$ cat src/rtl/instr_fetch.sv
// instr_fetch: fetch PC plus single-outstanding word reader feeding a DEPTH-entry prefetch FIFO.
// Latency: ack in cycle M -> word on instruction in M+1; RUN with a free slot -> mem_req next cycle.
// Backpressure: issue pauses while the FIFO is full; optional stall counter built when FETCH_PERF_EN is defined.
module instr_fetch #(
  parameter int unsigned DEPTH    = 4,
  parameter logic [31:0] RESET_PC = 32'h0
) (
  input  logic        clk,
  input  logic        rst_n,
  input  logic        pc_inc,
  input  logic        redirect,
  input  logic [31:0] redirect_pc,
  output logic        mem_req,
  output logic [31:0] mem_addr,
  input  logic        mem_ack,
  input  logic [31:0] mem_rdata,
  input  logic        mem_fault,
  output logic [31:0] instruction,
  output logic [31:0] instr_pc,
  output logic        wait_instr,
  output logic        instr_segv,
  output logic [31:0] fetch_stalls
);

  localparam int unsigned   AW   = (DEPTH > 1) ? $clog2(DEPTH) : 1;
  localparam int unsigned   CW   = AW + 1;
  localparam logic [CW-1:0] FULL = CW'(DEPTH);

  typedef enum logic [1:0] {S_RUN, S_WAIT, S_HALT} state_t;

  state_t        r_state, w_state_nxt;
  logic          r_squash, w_squash_nxt;
  // A misaligned redirect that lands while a request is outstanding must still
  // retire that request; this flag sends the squashed ack to HALT instead of RUN.
  logic          r_halt_pend, w_halt_pend_nxt;
  logic [31:0]   r_fpc, w_fpc_nxt;
  logic [31:0]   r_addr;

  logic          w_issue, w_push, w_pop, w_flush, w_outst;
  logic [31:0]   w_push_dat, w_push_pc;
  logic          w_push_flt;

  logic [31:0]   r_dat [DEPTH];
  logic [31:0]   r_pcs [DEPTH];
  logic          r_flt [DEPTH];
  logic [AW-1:0] r_rd, r_wr, w_wr_idx;
  logic [CW-1:0] r_count;
  logic          w_empty;

  assign w_empty  = (r_count == '0);
  assign w_wr_idx = w_flush ? '0 : r_wr;

  // FSM state and fetch control registers
  always_ff @(posedge clk or negedge rst_n) begin
    if (!rst_n) begin
      r_state     <= S_RUN;
      r_squash    <= 1'b0;
      r_halt_pend <= 1'b0;
      r_fpc       <= RESET_PC;
      r_addr      <= RESET_PC;
    end else begin
      r_state     <= w_state_nxt;
      r_squash    <= w_squash_nxt;
      r_halt_pend <= w_halt_pend_nxt;
      r_fpc       <= w_fpc_nxt;
      if (w_issue) r_addr <= r_fpc;
    end
  end

  // Next-state, push/pop and redirect decisions; redirect overrides everything else
  always_comb begin
    w_state_nxt     = r_state;
    w_squash_nxt    = r_squash;
    w_halt_pend_nxt = r_halt_pend;
    w_fpc_nxt       = r_fpc;
    w_issue         = 1'b0;
    w_push          = 1'b0;
    w_push_dat      = 32'h0;
    w_push_pc       = r_fpc;
    w_push_flt      = 1'b0;
    w_flush         = 1'b0;
    w_outst         = 1'b0;
    w_pop           = pc_inc && !w_empty;

    if (redirect) begin
      w_flush      = 1'b1;
      w_pop        = 1'b0;
      w_fpc_nxt    = redirect_pc;
      w_outst      = (r_state == S_WAIT) && !mem_ack;
      w_squash_nxt = w_outst;
      if (redirect_pc[1:0] != 2'b00) begin
        w_push          = 1'b1;
        w_push_flt      = 1'b1;
        w_push_pc       = redirect_pc;
        w_halt_pend_nxt = w_outst;
        w_state_nxt     = w_outst ? S_WAIT : S_HALT;
      end else begin
        w_halt_pend_nxt = 1'b0;
        w_state_nxt     = w_outst ? S_WAIT : S_RUN;
      end
    end else begin
      case (r_state)
        S_RUN: begin
          if (r_count < FULL) begin
            w_issue     = 1'b1;
            w_state_nxt = S_WAIT;
          end
        end
        S_WAIT: begin
          if (mem_ack) begin
            if (r_squash) begin
              w_squash_nxt    = 1'b0;
              w_halt_pend_nxt = 1'b0;
              w_state_nxt     = r_halt_pend ? S_HALT : S_RUN;
            end else if (mem_fault) begin
              w_push      = 1'b1;
              w_push_flt  = 1'b1;
              w_state_nxt = S_HALT;
            end else begin
              w_push      = 1'b1;
              w_push_dat  = mem_rdata;
              w_fpc_nxt   = r_fpc + 32'd4;
              w_state_nxt = S_RUN;
            end
          end
        end
        default: begin
          w_state_nxt = S_HALT;
        end
      endcase
    end
  end

  // Prefetch FIFO pointers and occupancy
  always_ff @(posedge clk or negedge rst_n) begin
    if (!rst_n) begin
      r_rd    <= '0;
      r_wr    <= '0;
      r_count <= '0;
    end else if (w_flush) begin
      r_rd    <= '0;
      r_wr    <= w_push ? AW'(1) : '0;
      r_count <= w_push ? CW'(1) : '0;
    end else begin
      if (w_push) r_wr <= r_wr + AW'(1);
      if (w_pop)  r_rd <= r_rd + AW'(1);
      if (w_push && !w_pop)      r_count <= r_count + CW'(1);
      else if (!w_push && w_pop) r_count <= r_count - CW'(1);
    end
  end

  // Prefetch FIFO storage; contents are only observed through count-gated outputs
  always_ff @(posedge clk) begin
    if (w_push) begin
      r_dat[w_wr_idx] <= w_push_dat;
      r_pcs[w_wr_idx] <= w_push_pc;
      r_flt[w_wr_idx] <= w_push_flt;
    end
  end

  assign mem_req     = (r_state == S_WAIT);
  assign mem_addr    = r_addr;
  assign wait_instr  = w_empty;
  assign instruction = w_empty ? 32'h0 : r_dat[r_rd];
  assign instr_pc    = w_empty ? 32'h0 : r_pcs[r_rd];
  assign instr_segv  = !w_empty && r_flt[r_rd];

`ifdef FETCH_PERF_EN
  logic [31:0] r_stalls;

  // Count cycles with nothing to present while fetch is still live; saturates
  always_ff @(posedge clk or negedge rst_n) begin
    if (!rst_n) begin
      r_stalls <= 32'h0;
    end else if (w_empty && (r_state != S_HALT) && (r_stalls != 32'hFFFF_FFFF)) begin
      r_stalls <= r_stalls + 32'd1;
    end
  end

  assign fetch_stalls = r_stalls;
`else
  assign fetch_stalls = 32'h0;
`endif

endmodule

$ cat config.mk
export PLATFORM = sky130hd
export DESIGN_NAME = instr_fetch
export DESIGN_NICKNAME = d
export VERILOG_FILES = /design/src/rtl/instr_fetch.sv
export SDC_FILE = /design/constraint.sdc
export NUM_CORES = 1
export LEC_CHECK = 0
export CORE_UTILIZATION = 50
export DETAILED_ROUTE_END_ITERATION = 8
export PLACE_DENSITY_LB_ADDON = 0.25
export SLEW_MARGIN = 30
export SYNTH_ARGS = -nofsm -noshare
export SYNTH_HDL_FRONTEND = slang
export SYNTH_SLANG_ARGS = --single-unit
$ cat constraint.sdc
create_clock -name clk -period 8.1 [get_ports clk]
set_input_delay 0.81 -clock clk [delete_from_list [all_inputs] [get_ports clk]]
set_output_delay 0.81 -clock clk [all_outputs]
set_load 0.01 [all_outputs]
==> implementation parameters <==
Parameter                              Value

STA
  RSZ-0062 raised after global routing ... no
  Crit path time final ... 4.19 ns
  Worst slew margin relative to its limit ... 39.2%
  Portion of the clock cycle consumed by the worst path in the final layout ... 51.7%
  Least setup slack across all paths after layout ... 3.91 ns
  Final number of hold-violating endpoints ... 0
  Worst-case clock skew ... 0.0148 ns
  Final number of setup-violating endpoints ... 0
  Total negative setup slack ... 0 ns
  Max-slew violation total from the final report ... 0
  Timing-limited maximum frequency ... 0.239 GHz
  Least-Margin Pin Slew ... 0.908 ns

Run status
  Result of the run ... finished clean

Clock tree
  Clock tree from TritonCTS ... done
  Root buf cell ... sky130_fd_sc_hd__clkbuf_16
  Number of buffers inserted for hold repair after clock tree synthesis ... 0
  Clock-pin transition on the worst setup and hold timing paths ... 0.06 ns
  # clock sinks ... 335
  Latest clock arrival within the worst-skew pair ... 0.51 ns
  Post-cts gate resize count ... 0
  Maximum level of the CTS H-tree ... 2
  Maximum clock path buffer count ... 3
  Inserted Clock Buffers ... 36
  Post-CTS setup repair buffer count ... 0

Final layout
  Nets@finish ... 1189
  Storage cell area ... 0.00969 mm^2
  Ant. Diodes ... 0
  Fin cells ... 1523
  Fraction of layout instances using a drive strength above 1 ... 16.4%
  Area growth from synthesis to final layout ... 22.7%
  Filler Cells Inserted ... 2063
  Area of the multi-input gates ... 0.00443 mm^2

GRT
  Final global-route overflow total ... 0
  Number of global-route vias before repair ... 8302
  Antenna violations before repair ... 1
  Maximum number of pins on one net before global-route repair ... 76
  Gr usage total ... 21.0%
  First-pass GRT wire length ... 46800 um

Setup path
  Largest incremental delay on the critical path ... 0.85 ns
  CP max stage cell ... sky130_fd_sc_hd__dfrtp_4
  Flop2flop setup slack ... 4.69 ns
  WP buf/inv ... 2
  Kind of capture point of the worst setup path ... output pin
  Maximum fanout along the worst path ... 37
  Critical path, cell by cell ... buf_4 > mux4_2 > nor2b_1 > clkdlybuf4s50_1
  Worst path depth ... 4
  Worst Setup SP ... r_rd[0]
  End point of the critical path ... instr_pc[29]
  Register-to-Register Path Depth ... 5
  Reg-to-reg endpoint ... r_pcs[1][6]
  Signal arrival time at the worst endpoint ... 3.38 ns
  Kind of start point of the critical path ... register
  Reg2Reg Launch Point ... r_state[1]
  Worst path required time ... 7.29 ns
  Top cell family by delay on the critical path ... buffers and inverters
  Critical path start-end classification ... reg2out

Synthesis
  Number of flops mapped to enable cells by yosys ... 260
  Share of Yosys cell area claimed by the top area cell type ... 54.1%
  Post-synth design cell area ... 0.0144 mm^2
  Top post-synthesis cells by count ... sky130_fd_sc_hd__edfxtp_1, sky130_fd_sc_hd__nand2_1, sky130_fd_sc_hd__dfrtp_1
  Synth Register Bits ... 335
  Share of synthesized flip-flops with an asynchronous set or reset ... 22.4%
  Portion of the post-synthesis area used by sequential elements ... 67.1%
  Top cells by area, synth ... sky130_fd_sc_hd__edfxtp_1, sky130_fd_sc_hd__dfrtp_1, sky130_fd_sc_hd__mux4_2
  Unique masters post-synth ... 58
  Post-Syn Instances ... 949
  Per-instance average area after synthesis ... 15.2 um^2
  Dominant cell by count in the synthesized netlist ... sky130_fd_sc_hd__edfxtp_1
  Top_reg_cell synth ... sky130_fd_sc_hd__edfxtp_1
  Number of warning messages in the yosys log ... 0
  Biggest area consumer among synthesized cells ... sky130_fd_sc_hd__edfxtp_1

Floorplan
  Starting density of the core ... 51.4%
  Area enclosed by the die boundary ... 0.0296 mm^2
  Number of placed I/O pins ... 201
  Die span in x ... 172 um
  Die H ... 172 um
  Placement Rows ... 61
  Std-Cell Core Area ... 0.0281 mm^2

Placement
  Total placed cells including tap cells ... 1456
  Quantity of I/O buffers inserted on ports ... 168
  Post-detail-place hpwl ... 18700 um
  Weighted congestion reported at the end of routability-driven placement ... 0.794
  Place WS ... 3.87 ns

Routing
  Via count ... 8438
  Detailed-route vias per instance ... 5.54
  Number of violations reported at the end of detailed-routing iteration 0 ... 679
  DRC Markers ... 0
  Final routed wire length divided by cell count ... 19.9 um
  Drt total wl ... 30300 um
  Antenna Nets Post-Route ... 0
  Router iterations before antenna repair ... 5

Pwr
  Switching share of power ... 25.1%
  Worst-case vdd ir drop ... 0.144 mV
  Power per Cell Area ... 275 mW/mm^2
  Pleak ... 6.21 nW
  Part of the power in registers ... 43.7%
  Clock group share of total power ... 33.9%
  Gate power share ... 22.4%
  Sw power ... 1.22 mW
  Internal power contribution ... 3.64 mW

Hold path
  Worst min path class ... in2async

Flow run
  Number of max-capacitance violations reported ... 0
## state kept, by name, summed over array words and instances, names as in the netlist
name	flops
r_wr	2
r_pcs	128
r_squash	1
r_fpc	32
r_halt_pend	1
r_count	3
mem_addr	32
r_state	2
r_flt	4
r_dat	128
r_rd	2
## cells by family (layout without fill, tap and decap cells)
logic type	count (synthesis)	count (layout)	share of synthesized area [%]
buffers and inverters	97	262	3.50
xor gates and xnor gates	12	12	0.728
adders and majority gates	2	2	0.225
other	1	32	0.0260
muxes	101	101	12.9
AOI/OAI and AO/OA	79	79	3.59
and+or+nand+nor	322	322	11.9
DFF	335	335	67.1
## per-layer routing
layer / share of wire [%] / GRT usage, % / wire [um]
met1: 43 / 29.7 / 13200
met2: 48 / 34.0 / 14600
met3: 6.1 / 3.34 / 1840
met4: 2.2 / 5.93 / 665
met5: 0 / 0 / 0
## how the worst min path moves through the flow
stage,end,slack [ns],depth (start not counted)
6_report,mem_addr[19],0.32,1
5_1_grt,mem_addr[11],0.40,1
4_1_cts,mem_addr[19],0.36,1
3_5_place_dp,mem_addr[20],0.49,1
3_3_place_gp,mem_addr[25],0.49,1
2_1_floorplan,mem_addr[0],0.50,1
## metrics by stage
step / hold slack, ns / area [um^2] / total power, mW / util, %
detailed placement: 0.495 / 16500 / 3.25 / 58.6
finish: 0.322 / 17700 / 4.87 / 63.1
floorplan: 0.498 / 14600 / 2.70 / -
global route: 0.401 / 17700 / 5.06 / 63.1
CTS: 0.357 / 17700 / 4.91 / 63.0
global placement: 0.493 / 16400 / 3.24 / 58.4
## final cells by class
class / instances / area share (%)
clock inverters: 12 / 0.840
repair buffers: 183 / 10.5
flip-flops and latches: 335 / 54.7
well taps: 378 / 2.67
clock buffers: 54 / 6.04
multi-input cells: 548 / 25.0
inverters: 13 / 0.275
## power groups by stage
| stage | Sequential (mW) | Combinational, mW | Clock, mW |
|---|---|---|---|
| 2_1_floorplan | 2.14 | 0.560 | 0 |
| 3_3_place_gp | 2.17 | 1.07 | 0 |
| 3_5_place_dp | 2.16 | 1.09 | 0 |
| 4_1_cts | 2.13 | 1.10 | 1.68 |
| 5_1_grt | 2.15 | 1.17 | 1.74 |
| 6_report | 2.13 | 1.09 | 1.65 |
## cell usage in the layout (no fill, tap or decap), types with 3 or more instances in the layout
cell	instances
sky130_fd_sc_hd__clkdlybuf4s50_1	167
sky130_fd_sc_hd__nor2_1	29
sky130_fd_sc_hd__or3_1	8
sky130_fd_sc_hd__xnor2_1	11
sky130_fd_sc_hd__nor2b_1	68
sky130_fd_sc_hd__a21oi_1	4
sky130_fd_sc_hd__mux4_2	65
sky130_fd_sc_hd__or4_1	18
sky130_fd_sc_hd__nor3_1	4
sky130_fd_sc_hd__clkbuf_1	9
sky130_fd_sc_hd__nand4_1	6
sky130_fd_sc_hd__nand3b_1	3
sky130_fd_sc_hd__and3_1	4
sky130_fd_sc_hd__conb_1	32
sky130_fd_sc_hd__mux2_2	34
sky130_fd_sc_hd__and2_1	32
sky130_fd_sc_hd__buf_4	11
sky130_fd_sc_hd__nand3_1	9
sky130_fd_sc_hd__edfxtp_1	260
sky130_fd_sc_hd__nand2_1	111
sky130_fd_sc_hd__dfrtp_1	73
sky130_fd_sc_hd__bufinv_16	3
sky130_fd_sc_hd__clkinv_2	5
sky130_fd_sc_hd__a31oi_1	19
sky130_fd_sc_hd__inv_1	12
sky130_fd_sc_hd__o31ai_1	15
sky130_fd_sc_hd__inv_6	3
sky130_fd_sc_hd__o21ai_0	22
sky130_fd_sc_hd__buf_12	3
sky130_fd_sc_hd__nor4_1	8
sky130_fd_sc_hd__clkbuf_16	37
sky130_fd_sc_hd__clkbuf_8	8
sky130_fd_sc_hd__a21o_1	3
No activity file was read; power rests on OpenSTA's default activity.
